===== src/rtl/serial_pkg.sv =====
// serial_pkg: shared state type, default widths and helpers for the serial word link.
package serial_pkg;

    typedef enum logic [1:0] {
        IDLE  = 2'd0,
        SHIFT = 2'd1,
        DONE  = 2'd2
    } tx_state_t;

    localparam int SERIAL_WIDTH_DEF = 8;
    localparam logic IDLE_LEVEL_DEF = 1'b0;

    function automatic int cntWidth(input int n);
        return (n > 1) ? $clog2(n) : 1;
    endfunction

endpackage


===== src/rtl/bit_counter.sv =====
// bit_counter: modulo-WIDTH counter with synchronous clear and enable.
// terminal flags the last count so frame logic can end on the final bit.
module bit_counter
    import serial_pkg::*;
#(
    parameter int WIDTH = SERIAL_WIDTH_DEF
) (
    input  logic                         clk,
    input  logic                         rst,
    input  logic                         clear,
    input  logic                         enable,
    output logic [cntWidth(WIDTH)-1:0]   count,
    output logic                         terminal
);

    assign terminal = count == cntWidth(WIDTH)'(WIDTH - 1);

    always_ff @(posedge clk or negedge rst) begin
        if (!rst)
            count <= '0;
        else if (clear)
            count <= '0;
        else if (enable)
            count <= terminal ? '0 : count + 1'b1;
    end

endmodule


===== src/rtl/serial_word_transmitter.sv =====
// serial_word_transmitter: LSB-first parallel-to-serial source for a free-running shift register.
// Optional SERIAL_TX_FRAME_COUNT_EN adds an 8-bit wrapping count of completed frames.
module serial_word_transmitter
    import serial_pkg::*;
#(
    parameter int   WIDTH    = SERIAL_WIDTH_DEF,
    parameter logic IDLE_BIT = IDLE_LEVEL_DEF
) (
    input  logic             clk,
    input  logic             rst,
    input  logic [WIDTH-1:0] pIn,
    input  logic             load,
    output logic             ready,
    output logic             sOut,
    output logic             busy,
    output logic             frameDone
`ifdef SERIAL_TX_FRAME_COUNT_EN
    ,
    output logic [7:0]       frameCount
`endif
);

    tx_state_t state, stateNext;
    logic [WIDTH-1:0] shiftReg;
    logic [cntWidth(WIDTH)-1:0] bitCount;
    logic accept, lastBit, unusedCountBits;

    // Outputs decode from registered state only, so load never reaches them combinationally.
    assign ready     = state != SHIFT;
    assign busy      = state == SHIFT;
    assign frameDone = state == DONE;
    assign sOut      = busy ? shiftReg[0] : IDLE_BIT;
    assign accept    = load && ready;
    assign unusedCountBits = ^bitCount;

    bit_counter #(.WIDTH(WIDTH)) u_bitCounter (
        .clk      (clk),
        .rst      (rst),
        .clear    (accept),
        .enable   (busy),
        .count    (bitCount),
        .terminal (lastBit)
    );

    always_comb begin
        stateNext = busy ? (lastBit ? DONE : SHIFT) : (accept ? SHIFT : IDLE);
    end

    always_ff @(posedge clk or negedge rst) begin
        if (!rst) begin
            state    <= IDLE;
            shiftReg <= '0;
        end else begin
            state    <= stateNext;
            shiftReg <= accept ? pIn : busy ? shiftReg >> 1 : shiftReg;
        end
    end

`ifdef SERIAL_TX_FRAME_COUNT_EN
    always_ff @(posedge clk or negedge rst) begin
        if (!rst)
            frameCount <= '0;
        else if (frameDone)
            frameCount <= frameCount + 8'd1;
    end
`endif

endmodule


===== config.mk =====
export PLATFORM = sky130hd
export DESIGN_NAME = serial_word_transmitter
export DESIGN_NICKNAME = d
export VERILOG_FILES = /design/src/rtl/serial_pkg.sv /design/src/rtl/bit_counter.sv /design/src/rtl/serial_word_transmitter.sv
export SDC_FILE = /design/constraint.sdc
export NUM_CORES = 1
export LEC_CHECK = 0
export ABC_AREA = 1
export BUFFER_PORTS_ARGS = -buffer_cell sky130_fd_sc_hd__buf_2
export CAP_MARGIN = 40
export CORE_AREA = 5 5 42 44
export CTS_CLUSTER_SIZE = 8
export DETAILED_ROUTE_END_ITERATION = 16
export DIE_AREA = 0 0 47 49
export PLACE_DENSITY_LB_ADDON = 0.08
export SETUP_SLACK_MARGIN = 0.1
export SYNTH_ARGS = -nofsm -noshare
export SYNTH_HDL_FRONTEND = slang
export SYNTH_SLANG_ARGS = --single-unit

===== constraint.sdc =====
create_clock -name clk -period 1.8 [get_ports clk]
set_input_delay 0.09 -clock clk [delete_from_list [all_inputs] [get_ports clk]]
set_output_delay 0.09 -clock clk [all_outputs]
set_load 0.1 [all_outputs]

---- After elaboration in Yosys (flattened, before gate mapping) ----
Cells that the tools add are included.
cells by class
  reductions and logical operators ........ 2
  add/sub/neg operators ................... 1
  multiplexer cells ....................... 9
  equal/unequal tests ..................... 4
operator list
  kind                   count
  $mux W8                2
  $mux W3                3
  $mux W2                2
  $add A3 B1 Y3 const B  1
  $eq A3 B3 Y1 const B   1
  $eq A2 B1 Y1 const B   1
  $eq A2 B2 Y1 const B   1
  $mux W1                2
  $ne A2 B1 Y1 const B   1
  $reduce_bool A2 Y1     1
  $logic_and A1 B1 Y1    1
storage, ports and cells
  input port bits ......................... 11
  bits in registers ....................... 13
  logic and storage cells ................. 19

---- Longest topological paths before layout ----
  depth in word-level cells ............... 4
  mapped depth ............................ 5
  gate-level depth less buffers ........... 5

---- Hierarchy ----
Synthesis repeated with hierarchy kept, for this count alone.
unflattened totals
  cells, all modules ...................... 74
  area, all modules ....................... 654.4 µm²
by module, submodules not included
  module                   cells an instance  area an instance (µm²)  times used
  serial_word_transmitter  57                 503.0                   1
  bit_counter              17                 151.4                   1

---- Least setup slack after synthesis ----
Ideal clock, no wire load.
  kind .................................... reg2out
  from .................................... reg state[1]
  to ...................................... out sOut
  arrival ................................. 2.122 ns
  path slack .............................. -0.412 ns
  buffers on the path ..................... 1
  cell stages (with the launch flop) ...... 5
  required time ........................... 1.710 ns
  cells stage by stage .................... dfrtp_1 > inv_1 > nand2_1 > buf_4 > nor2_1
on the way
  word-level cells in the longest chain between the ends .. 2
ends and longest elaborated chain
  what                      line                           source
  start: declaration        serial_word_transmitter.sv:23  tx_state_t state, stateNext;
  start signal: assignment  serial_word_transmitter.sv:54  state <= stateNext;
  $eq A2 B1 Y1              serial_word_transmitter.sv:30  assign busy = state == SHIFT;
  $mux W1                   serial_word_transmitter.sv:32  assign sOut = busy ? shiftReg[0] : IDLE_BIT;
  end: declaration          serial_word_transmitter.sv:14  output logic sOut,
No other way between the ends.

---- Final worst setup path ----
  from .................................... reg state[1]
  to ...................................... out ready
on the way
  word-level cells in the longest chain between the ends .. 1
ends and longest elaborated chain
  what              line                           source
  $ne A2 B1 Y1      serial_word_transmitter.sv:29  assign ready = state != SHIFT;
  end: declaration  serial_word_transmitter.sv:13  output logic ready,
No other way between the ends.

==> results.sh <==
export IMPL_cap_violations=0
export IMPL_gp_congestion=0.724
export IMPL_yosysMostFrequentCell="nand3_1"
export IMPL_grt_pass1_wl_um=2110
export IMPL_syn_area_per_cell_um2=8.59
export IMPL_synth_common_cells="25 x nand3_1, 14 x nand2_1, 13 x dfrtp_1"
export IMPL_final_nets=105
export IMPL_root_buffer="clkbuf_4"
export IMPL_tritoncts="yes"
export IMPL_synth_edff_count=0
export IMPL_start_util=0.447
export IMPL_slew_headroom=0.680
export IMPL_holdWs_ps=38.9
export IMPL_clock_sinks=13
export IMPL_final_util=0.554
export IMPL_design_area_um2=776
export IMPL_areaGrowthSynthToFinish_pct=23.8
export IMPL_die_x_um=47
export IMPL_yosys_warnings=0
export IMPL_antenna_found_initial=0
export IMPL_insertion_delay_ps=280
export IMPL_fin_setup_tns_ps=0
export IMPL_antennaDiodeCount=0
export IMPL_crit_arrival_ps=1450
export IMPL_track_usage=0.128
export IMPL_ctsResizeCount=0
export IMPL_synthCells=73
export IMPL_post_cts_buffers=0
export IMPL_hold_class="input port to flop"
export IMPL_max_freq_mhz=649
export IMPL_grt_max_degree=16
export IMPL_drt_pre_antenna_iters=4
export IMPL_start_kind="flop"
export IMPL_clock_path_buffers=2
export IMPL_finalHoldViolCount=0
export IMPL_vias_per_cell=5.08
export IMPL_place_area_um2=739
export IMPL_cts_made_buffers=3
export IMPL_synthAdderAreaFrac=0.0599
export IMPL_setup_viol=0
export IMPL_synth_xor_area_frac=0
export IMPL_ys_async_sr_fraction=1.00
export IMPL_min_period_ps=1540
export IMPL_wl_per_cell_um=11.8
export IMPL_h_tree_depth=1
export IMPL_post_synth_top_area_fraction=0.519
export IMPL_syn_area_um2=627
export IMPL_maxSlewViolCount=0
export IMPL_ys_seq_elements=13
export IMPL_power_mw=1.61
export IMPL_criticalPathCategory="flop to primary output"
export IMPL_period_share=0.856
export IMPL_rsz0062_at_grt="false"
export IMPL_layout_drive_gt1_share=0.244
export IMPL_routed_wirelength_um=1250
export IMPL_crit_required_ps=1710
export IMPL_cp_max_fo=15
export IMPL_ant_nets=0
export IMPL_drtIter0Drc=9
export IMPL_io_buffers=14
export IMPL_status="finished clean"
export IMPL_synth_area_mux_share=0
export IMPL_synth_compound_area_frac=0.0240
export IMPL_synth_flop_cell="dfrtp_1"
export IMPL_p_leak_nw=0.407
export IMPL_overflow=0
export IMPL_skew_ps=7.18
export IMPL_netlist_top_cells_area="dfrtp_1 52%, nand3_1 20%, nand2_1 8.4%"
export IMPL_die_y_um=49
export IMPL_synth_nets=87
export IMPL_worstSetupEndpointType="primary output"
export IMPL_n_fill_cell=136
export IMPL_io_pins=15
export IMPL_hpwl_um=891
export IMPL_core_area_mm2=0.00140
export IMPL_rows=14
export IMPL_ir_drop_v=0.00147
export IMPL_synth_simple_area_share=0.327
export IMPL_ys_seq_area_frac=0.519
export IMPL_grt_pass1_vias=473
export IMPL_drc=0
export IMPL_die_area_mm2=0.00230
export IMPL_synth_top_family_by_area="simple AND/OR/NAND/NOR gates"
export IMPL_tightest_slew_ps=484
export IMPL_yosysUniqueCellTypes=11
export IMPL_path_clk_slew_ps=80
export IMPL_p_per_area_mw_per_mm2=2080
export IMPL_dr_total_vias=538
export IMPL_yosysTopAreaCell="dfrtp_1"
cell type report:
cell class                      instances  area [µm²]  share of cell area
Clock buffer                            4        26.3              0.0339
Sequential cell                        13         325               0.419
Multi-Input combinational cell         51         260               0.335
Timing Repair Buffer                   17         125               0.161
Inverter                                5        18.8              0.0242
Tap cell                               16        20.0              0.0258
worst max-delay path, stage by stage (launching register included):
cell,delay [ps]
dfrtp_1,370
inv_1,80
nand2_1,250
buf_4,280
buf_12,190
worst paths after layout:
kind,from,endpoint,slack (ps),cells after the start
setup / recovery,state[1]$_DFF_PN0_,ready,260,4
hold / removal,pIn[5],shiftReg[5]$_DFFE_PN0P_,40,3
setup reg to reg,u_bitCounter.count[0]$_DFFE_PN0P_,u_bitCounter.count[0]$_DFFE_PN0P_,500,4
hold reg to reg,shiftReg[7]$_DFFE_PN0P_,shiftReg[7]$_DFFE_PN0P_,500,2
max in group asynchronous,rst,shiftReg[7]$_DFFE_PN0P_,1350,2
min in group asynchronous,rst,shiftReg[1]$_DFFE_PN0P_,220,2
cells by family after synthesis:
logic type                 Yosys count
and+or+nand+nor                     45
DFF                                 13
AOI/OAI and AO/OA                    3
buffers and inverters                9
adders and majority gates            3
power by group:
part	switching, mW	total, mW	internal [mW]
clock	0.0998	0.186	0.0861
sequential	0.0700	0.480	0.410
combinational	0.645	0.948	0.303
total	0.815	1.61	0.800
cell usage in the layout, fill, tap and decap left out:
| cell | count |
|---|---|
| a21oi_1 | 3 |
| buf_12 | 2 |
| buf_2 | 12 |
| buf_4 | 2 |
| clkbuf_1 | 1 |
| clkbuf_4 | 3 |
| dfrtp_1 | 13 |
| dlygate4sd3_1 | 1 |
| ha_1 | 3 |
| inv_1 | 5 |
| nand2_1 | 14 |
| nand3_1 | 25 |
| nor2_1 | 3 |
| nor2_2 | 2 |
| or2_2 | 1 |
through the flow:
stage | setup slack, ps | cells
after global routing | 128 | 106
after global placement | 526 | 101
after floorplan | 53.6 | 73
final | 259 | 106
after CTS | 250 | 106
after detailed placement | 499 | 101
what timing repair did:
| item | in CTS | in global routing |
|---|---|---|
| endpoints found under the setup margin | 0 | 0 |
| hold buffers | 1 | 0 |
| endpoints found under the hold margin | 13 | 0 |
state kept, by name, summed over array words and instances (netlist names):
register and flops:
u_bitCounter.count 3, state 2, shiftReg 8
layer usage:
metal / track usage / routed length [µm]
met1: 0.174 / 553
met2: 0.181 / 577
met3: 0.0221 / 88
met4: 0.0829 / 31
met5: 0 / 0
No activity file was read; power rests on OpenSTA's default activity.
